<file path="config.mk">
export PLATFORM = sky130hd
export DESIGN_NAME = tdnn_sched
export DESIGN_NICKNAME = d
export VERILOG_FILES = /design/src/rtl/tdnn_sched.sv
export SDC_FILE = /design/constraint.sdc
export NUM_CORES = 1
export LEC_CHECK = 0
export ABC_AREA = 1
export CORE_ASPECT_RATIO = 1.75
export CORE_UTILIZATION = 44
export CTS_CLUSTER_DIAMETER = 50
export DETAILED_ROUTE_END_ITERATION = 10
export PLACE_DENSITY = 0.81
export SYNTH_ARGS = -nofsm -noshare
export SYNTH_HDL_FRONTEND = slang
export SYNTH_SLANG_ARGS = --single-unit
</file>
<file path="constraint.sdc">
create_clock -name topclk -period 4.55 [get_ports topclk]
set_input_delay 1.365 -clock topclk [delete_from_list [all_inputs] [get_ports topclk]]
set_output_delay 1.365 -clock topclk [all_outputs]
set_load 0.01 [all_outputs]
</file>
<file path="src/rtl/tdnn_sched.sv">
// Sequencing controller for the TDNN datapath: weight load, sampled delay line, evaluate/latch.
// Optional watchdog on the done handshake is enabled with TDNN_SCHED_WDT_EN.
module tdnn_sched #(
    parameter int SIG_SIZE    = 16,
    parameter int WEIGHT_SIZE = 16,
    parameter int NUM_INPUTS  = 3,
    parameter int NUM_SIGS    = 2,
    parameter int TICK_DIV    = 100000,
    parameter int WDT_CYCLES  = 255
) (
    input  logic                                     topclk,
    input  logic                                     reset,
    input  logic [SIG_SIZE-1:0]                      sw_in,
    input  logic                                     reload,
    output logic                                     wmem_rd,
    output logic [$clog2(NUM_INPUTS*NUM_SIGS)-1:0]   wmem_addr,
    input  logic [WEIGHT_SIZE-1:0]                   wmem_data,
    output logic                                     wb_en,
    output logic [$clog2(NUM_INPUTS*NUM_SIGS)-1:0]   wb_addr,
    output logic [WEIGHT_SIZE-1:0]                   wb_data,
    output logic [NUM_INPUTS*SIG_SIZE-1:0]           taps,
    output logic                                     start,
    input  logic                                     done,
    input  logic [SIG_SIZE-1:0]                      sig_res1,
    input  logic [SIG_SIZE-1:0]                      sig_res2,
    output logic [SIG_SIZE-1:0]                      disp1,
    output logic [SIG_SIZE-1:0]                      disp2,
    output logic                                     res_valid,
    output logic                                     loaded,
    output logic                                     overrun,
    output logic                                     timeout
);

    localparam int NW   = NUM_INPUTS * NUM_SIGS;
    localparam int AW   = $clog2(NW);
    localparam int TW   = $clog2(TICK_DIV);
    localparam int TAPW = NUM_INPUTS * SIG_SIZE;

    typedef enum logic [2:0] {
        LOAD_RD,
        LOAD_WR,
        WAIT_TICK,
        START,
        WAIT_DONE,
        LATCH
    } state_t;

    state_t        state, state_n;
    logic [AW-1:0] idx, idx_n;
    logic [TW-1:0] tick_cnt;
    logic          tick;
    logic          shift, do_latch, set_loaded, clr_loaded, set_overrun;

    assign tick = (tick_cnt == TW'(TICK_DIV - 1));

    always_ff @(posedge topclk or posedge reset) begin
        if (reset) begin
            tick_cnt <= '0;
        end else if (tick) begin
            tick_cnt <= '0;
        end else begin
            tick_cnt <= tick_cnt + TW'(1);
        end
    end

`ifdef TDNN_SCHED_WDT_EN
    localparam int WDW = ($clog2(WDT_CYCLES + 1) > 8) ? $clog2(WDT_CYCLES + 1) : 8;

    logic [WDW-1:0] wdt_cnt;
    logic           wdt_expired;
    logic           timeout_q;

    assign wdt_expired = (wdt_cnt == WDW'(WDT_CYCLES - 1));
    assign timeout     = timeout_q;

    // Held at zero outside WAIT_DONE, so it is clear on every entry.
    always_ff @(posedge topclk or posedge reset) begin
        if (reset) begin
            wdt_cnt   <= '0;
            timeout_q <= 1'b0;
        end else begin
            if (state != WAIT_DONE) begin
                wdt_cnt <= '0;
            end else begin
                wdt_cnt <= wdt_cnt + WDW'(1);
            end
            if (state == WAIT_DONE && !done && wdt_expired) begin
                timeout_q <= 1'b1;
            end
        end
    end
`else
    assign timeout = 1'b0;
`endif

    always_comb begin
        state_n     = state;
        idx_n       = idx;
        shift       = 1'b0;
        do_latch    = 1'b0;
        set_loaded  = 1'b0;
        clr_loaded  = 1'b0;
        set_overrun = 1'b0;
        case (state)
            LOAD_RD: state_n = LOAD_WR;
            LOAD_WR: begin
                if (idx == AW'(NW - 1)) begin
                    idx_n      = '0;
                    set_loaded = 1'b1;
                    state_n    = WAIT_TICK;
                end else begin
                    idx_n   = idx + AW'(1);
                    state_n = LOAD_RD;
                end
            end
            WAIT_TICK: begin
                if (reload) begin
                    clr_loaded = 1'b1;
                    state_n    = LOAD_RD;
                end else if (tick) begin
                    shift   = 1'b1;
                    state_n = START;
                end
            end
            START: begin
                set_overrun = tick;
                state_n     = WAIT_DONE;
            end
            WAIT_DONE: begin
                set_overrun = tick;
                if (done) begin
                    state_n = LATCH;
                end
`ifdef TDNN_SCHED_WDT_EN
                else if (wdt_expired) begin
                    state_n = WAIT_TICK;
                end
`endif
            end
            LATCH: begin
                set_overrun = tick;
                do_latch    = 1'b1;
                state_n     = WAIT_TICK;
            end
            default: state_n = LOAD_RD;
        endcase
    end

    always_ff @(posedge topclk or posedge reset) begin
        if (reset) begin
            state   <= LOAD_RD;
            idx     <= '0;
            taps    <= '0;
            disp1   <= '0;
            disp2   <= '0;
            loaded  <= 1'b0;
            overrun <= 1'b0;
        end else begin
            state <= state_n;
            idx   <= idx_n;
            if (shift) begin
                taps <= {taps[TAPW-SIG_SIZE-1:0], sw_in};
            end
            if (do_latch) begin
                disp1 <= sig_res1;
                disp2 <= sig_res2;
            end
            if (set_loaded) begin
                loaded <= 1'b1;
            end else if (clr_loaded) begin
                loaded <= 1'b0;
            end
            if (set_overrun) begin
                overrun <= 1'b1;
            end
        end
    end

    // The reset state is LOAD_RD, so the read strobe is masked while reset is held.
    assign wmem_rd   = !reset && (state == LOAD_RD);
    assign wmem_addr = wmem_rd ? idx : '0;
    assign wb_en     = (state == LOAD_WR);
    assign wb_addr   = wb_en ? idx : '0;
    assign wb_data   = wb_en ? wmem_data : '0;
    assign start     = (state == START);
    assign res_valid = (state == LATCH);

endmodule

</file>
After elaboration in Yosys (flattened, before gate mapping)
Cells that the tools add are included.
Widths: inputs -> output; s select.

storage, ports and cells
  word-level logic and storage cells = 46
  register bits after elaboration = 105

cells by class
  reductions and logical operators = 6
  equality and inequality tests = 9
  multiplexer cells = 21
  add/subtract/negate cells = 2

operators by type and width
  cell                   count
  $mux 3                 6
  $pmux 3 s6             1
  $add 17x1->17 const B  1
  $eq 17x17->1 const B   1
  $mux 17                1
  $mux 16                1
  $mux 1                 11
  $eq 3x3->1 const B     3
  $eq 3x2->1 const B     2
  $add 3x1->3 const B    1
  $eq 3x1->1 const B     1
  $logic_not 3->1        1
  $ne 3x3->1 const B     1
  $reduce_or 3->1        1
  $mux 2                 1
  $ne 2x2->1 const B     1
  $reduce_and 2->1       1
  $reduce_bool 2->1      1
  $logic_and 1x1->1      1
  $logic_not 1->1        1

Depth between registers and ports, before layout
  depth in word-level cells = 4
  gate-level depth with buffers = 9
  gate-level depth less buffers = 8

Least setup slack after synthesis
No wires, ideal clock.

  kind = in2out
  from = input port reset
  to = output port wmem_addr[0]
  required time = 3,185 ps
  stages = 3
  buffers on the path = 0
  slack = 1,177 ps
  data arrival time = 2,008 ps
  cells stage by stage = nor3_1 inv_1 nor2_1

on the way
  word-level cells in the longest chain between the ends = 3

ends and longest elaborated chain
  item                RTL line  text
  start: declaration  12        input logic reset,
  $logic_not 1->1     180       assign wmem_rd = !reset && (state == LOAD_RD);
  $logic_and 1x1->1   180
  $mux 3              181       assign wmem_addr = wmem_rd ? idx : '0;
  end: declaration    16        output logic [$clog2(NUM_INPUTS*NUM_SIGS)-1:0] wmem_addr,

Every way passes these cells.

Worst setup path after layout
  from = input port reset
  to = output port wmem_addr[1]

Same word-level chain as after synthesis.

==> results.md <==
- Die height: 138 um
- Final layout net count: 789
- CTS Buf Count: 9
- Final WS setup: 151 ps
- Layout Utilization: 66.2%
- GRT Total Usage: 22.8%
- Overall die width: 79.5 um
- Core area: 10200 um^2
- Slew margin rel.: 32.8%
- CTS tree: yes
- CP required: 3180 ps
- Startpoint Class: primary input
- Inserted Diodes: 0
- Setup violators final: 0
- Worst Max-Slew Pin Slew: 1010 ps
- Iter 0 DRT Violations: 274
- Max-cap violations: 0
- Register area: 2630 um^2
- Mapped cell area: 4620 um^2
- Inst Count DP: 836
- Layout Cells excl Fill: 852
- Htree depth: 3
- Worst setup path category: primary input to output pin
- #FFs+latches synth: 105
- Hold Buf Count CTS: 0
- Via Count: 4338
- Distinct cells, synth: 26
- Clock Tree Root: clkbuf_16
- Outcome: finished clean
- Wire length of the first global-routing pass: 19400 um
- WL per Instance: 14.1 um
- Total negative slack: 0 ps
- Clock sinks: 105
- Crit-path cells: clkdlybuf4s50_1 -> nor3_1 -> inv_1 -> nor2_1 -> clkdlybuf4s50_1
- Reg clk slew, reported paths: 70 ps
- Die area: 10900 um^2
- Final min period: 4400 ps
- Critical path arrival: 3030 ps
- Hold WC Path Type: flop to flop
- Yosys warning count: 0
- GRT overflow: 0
- Fin crit share: 96.7%
- Design Area, Final: 6770 um^2
- Slowest library cell on the worst path: clkdlybuf4s50_1
- Crit path top cell by count: clkdlybuf4s50_1
- Static leakage: 3.39 nW
- Fillers: 837
- I/O Buffers: 175
- DP Wirelength: 8680 um
- Initial Util: 45.2%
- CP Max Fanout: 3
- Max Root-Sink Buffers: 2
- Largest net degree at the start of global routing: 83
- Clk Latency, worst-skew pair: 340 ps
- R2R setup slack: 2330 ps
- Power per cell area: 466 nW/um^2
- Via/cell ratio: 5.09
- Layout area overhead: 46.5%
- Post-DRT Antenna Nets: 0
- Fmax: 227 MHz
- Hold WS: 480 ps
- Share of layout cells above drive strength 1: 4.55%
- Vias in the first global route: 4099
- Final Max Tran Viols: 0
- DRC Markers: 0
- Hold Vio Cnt, Final: 0
- WL final: 12100 um
- Area of the multi-input gates: 1670 um^2
- Worst path max stage delay: 560 ps
- Crit path capture type: output pin
- Io pins: 177
- Postcts setup bufs: 0
- Synthesized instance count: 556
- Skew final: 6.22 ps
- Syn nets: 625
- Placed Area: 6450 um^2
- GPL Wtd Cong: 0.881
- RSZ-0062 raised after global routing: no
- Initial antenna violation count: 0
- Sequential share of the synthesized area: 56.8%
- Resized cells post-CTS: 0
- Maximum vdd drop: 421 uV
- Final Power: 3.16 mW
- FP Rows: 49
- Syn Area/Cell: 8.32 um^2
- Post-Place Worst Slack: 137 ps
- Pre-antenna DRT Iters: 4
sequential cells by signal, indices dropped and copies added, names as in the netlist:
register,cells
disp1,16
disp2,16
idx,3
loaded,1
overrun,1
state,3
taps,48
tick_cnt,17
path summary, 6_finish.rpt:
path                                        from                    end  depth (start not counted)
setup / recovery                           reset           wmem_addr[1]                          5
hold / removal              taps[47]$_DFFE_PP0P_   taps[47]$_DFFE_PP0P_                          2
setup reg to reg           tick_cnt[0]$_DFF_PP0_   taps[47]$_DFFE_PP0P_                          7
hold reg to reg             taps[47]$_DFFE_PP0P_   taps[47]$_DFFE_PP0P_                          2
max in group asynchronous                  reset  disp1[12]$_DFFE_PP0P_                          3
min in group asynchronous                  reset   disp1[3]$_DFFE_PP0P_                          2
layout by cell type, fill, tap and decap left out:
cell type        Yosys  routed
ha_1                 1       1
nand2_1            227     227
clkinv_4             0       2
or2_2                2       2
inv_4                0       1
nand3_2              1       1
dfrtp_1            105     105
nor3_4               0       1
buf_4                2       7
nand3_1             19      19
nor3_1               1       1
xor2_1              11      11
bufinv_16            0       2
o21ai_0              3       3
conb_1               1       1
nand4_1             49      49
inv_2                2       2
a21oi_1              2       2
nor2_1              50      50
clkinvlp_4           0       1
nor2_2               2       1
nor2_4               1       2
o22ai_1              1       1
clkdlybuf4s50_1      0     175
inv_6                0       2
inv_1               45      44
o21bai_1             2       2
clkinv_1             1       1
clkbuf_16            0       9
cells by family after synthesis:
kind of cell	synth area share, %
simple gates	32.5
flops	56.8
buf+inv	7.23
xor+xnor	2.08
compound gates	1.00
fa+ha+maj	0.271
other cells	0.0811
where the power goes:
group	leakage, nW	internal, mW	total, mW	switching, mW
registers	1.38	1.11	1.21	0.104
clock network	0.157	0.488	0.830	0.343
logic	1.85	0.584	1.11	0.528
total	3.39	2.18	3.16	0.974
critical path: cells and delay by family:
| kind | cells | cell delay (ps) |
|---|---|---|
| buffers and inverters | 3 | 1170 |
| and+or+nand+nor | 2 | 500 |
synth_stat cells:
| library cell | n | share of area, % |
|---|---|---|
| o21bai_1 | 2 | 0.32 |
| nor3_2 | 1 | 0.22 |
| nand3_1 | 19 | 2.1 |
| dfrtp_1 | 105 | 57 |
| nor2_4 | 1 | 0.24 |
| nand3_2 | 1 | 0.22 |
| o21ai_0 | 3 | 0.32 |
| a21oi_1 | 2 | 0.22 |
| nor3_1 | 1 | 0.11 |
| buf_6 | 4 | 0.97 |
| nor2_2 | 2 | 0.27 |
| conb_1 | 1 | 0.081 |
| or2_2 | 2 | 0.27 |
| clkinv_1 | 1 | 0.081 |
| inv_2 | 2 | 0.16 |
| nand4_1 | 49 | 6.6 |
| buf_2 | 6 | 0.65 |
| o22ai_1 | 1 | 0.14 |
| nor2_1 | 50 | 4.1 |
| buf_1 | 1 | 0.081 |
| buf_4 | 2 | 0.32 |
| clkbuf_1 | 16 | 1.3 |
| xor2_1 | 11 | 2.1 |
| inv_1 | 45 | 3.7 |
| nand2_1 | 227 | 18 |
| ha_1 | 1 | 0.27 |
per-layer routing:
metal  GRT usage [%]  part of all wire (%)  vias up
li1                -                     -     2070
met1            26.9                    37     2073
met2            39.6                    54      176
met3            5.23                   6.7       19
met4            9.09                   2.1        0
met5               0                     0        -
layout make-up:
cell class / instances / share of cell area, %
Sequential cell: 105 / 38.8
Timing Repair Buffer: 182 / 26.6
Multi-Input combinational cell: 374 / 24.7
Clock buffer: 9 / 3.32
Inverter: 48 / 2.70
Tap cell: 127 / 2.35
Clock inverter: 7 / 1.51
Note: power is estimated with default switching activity, not from simulation.
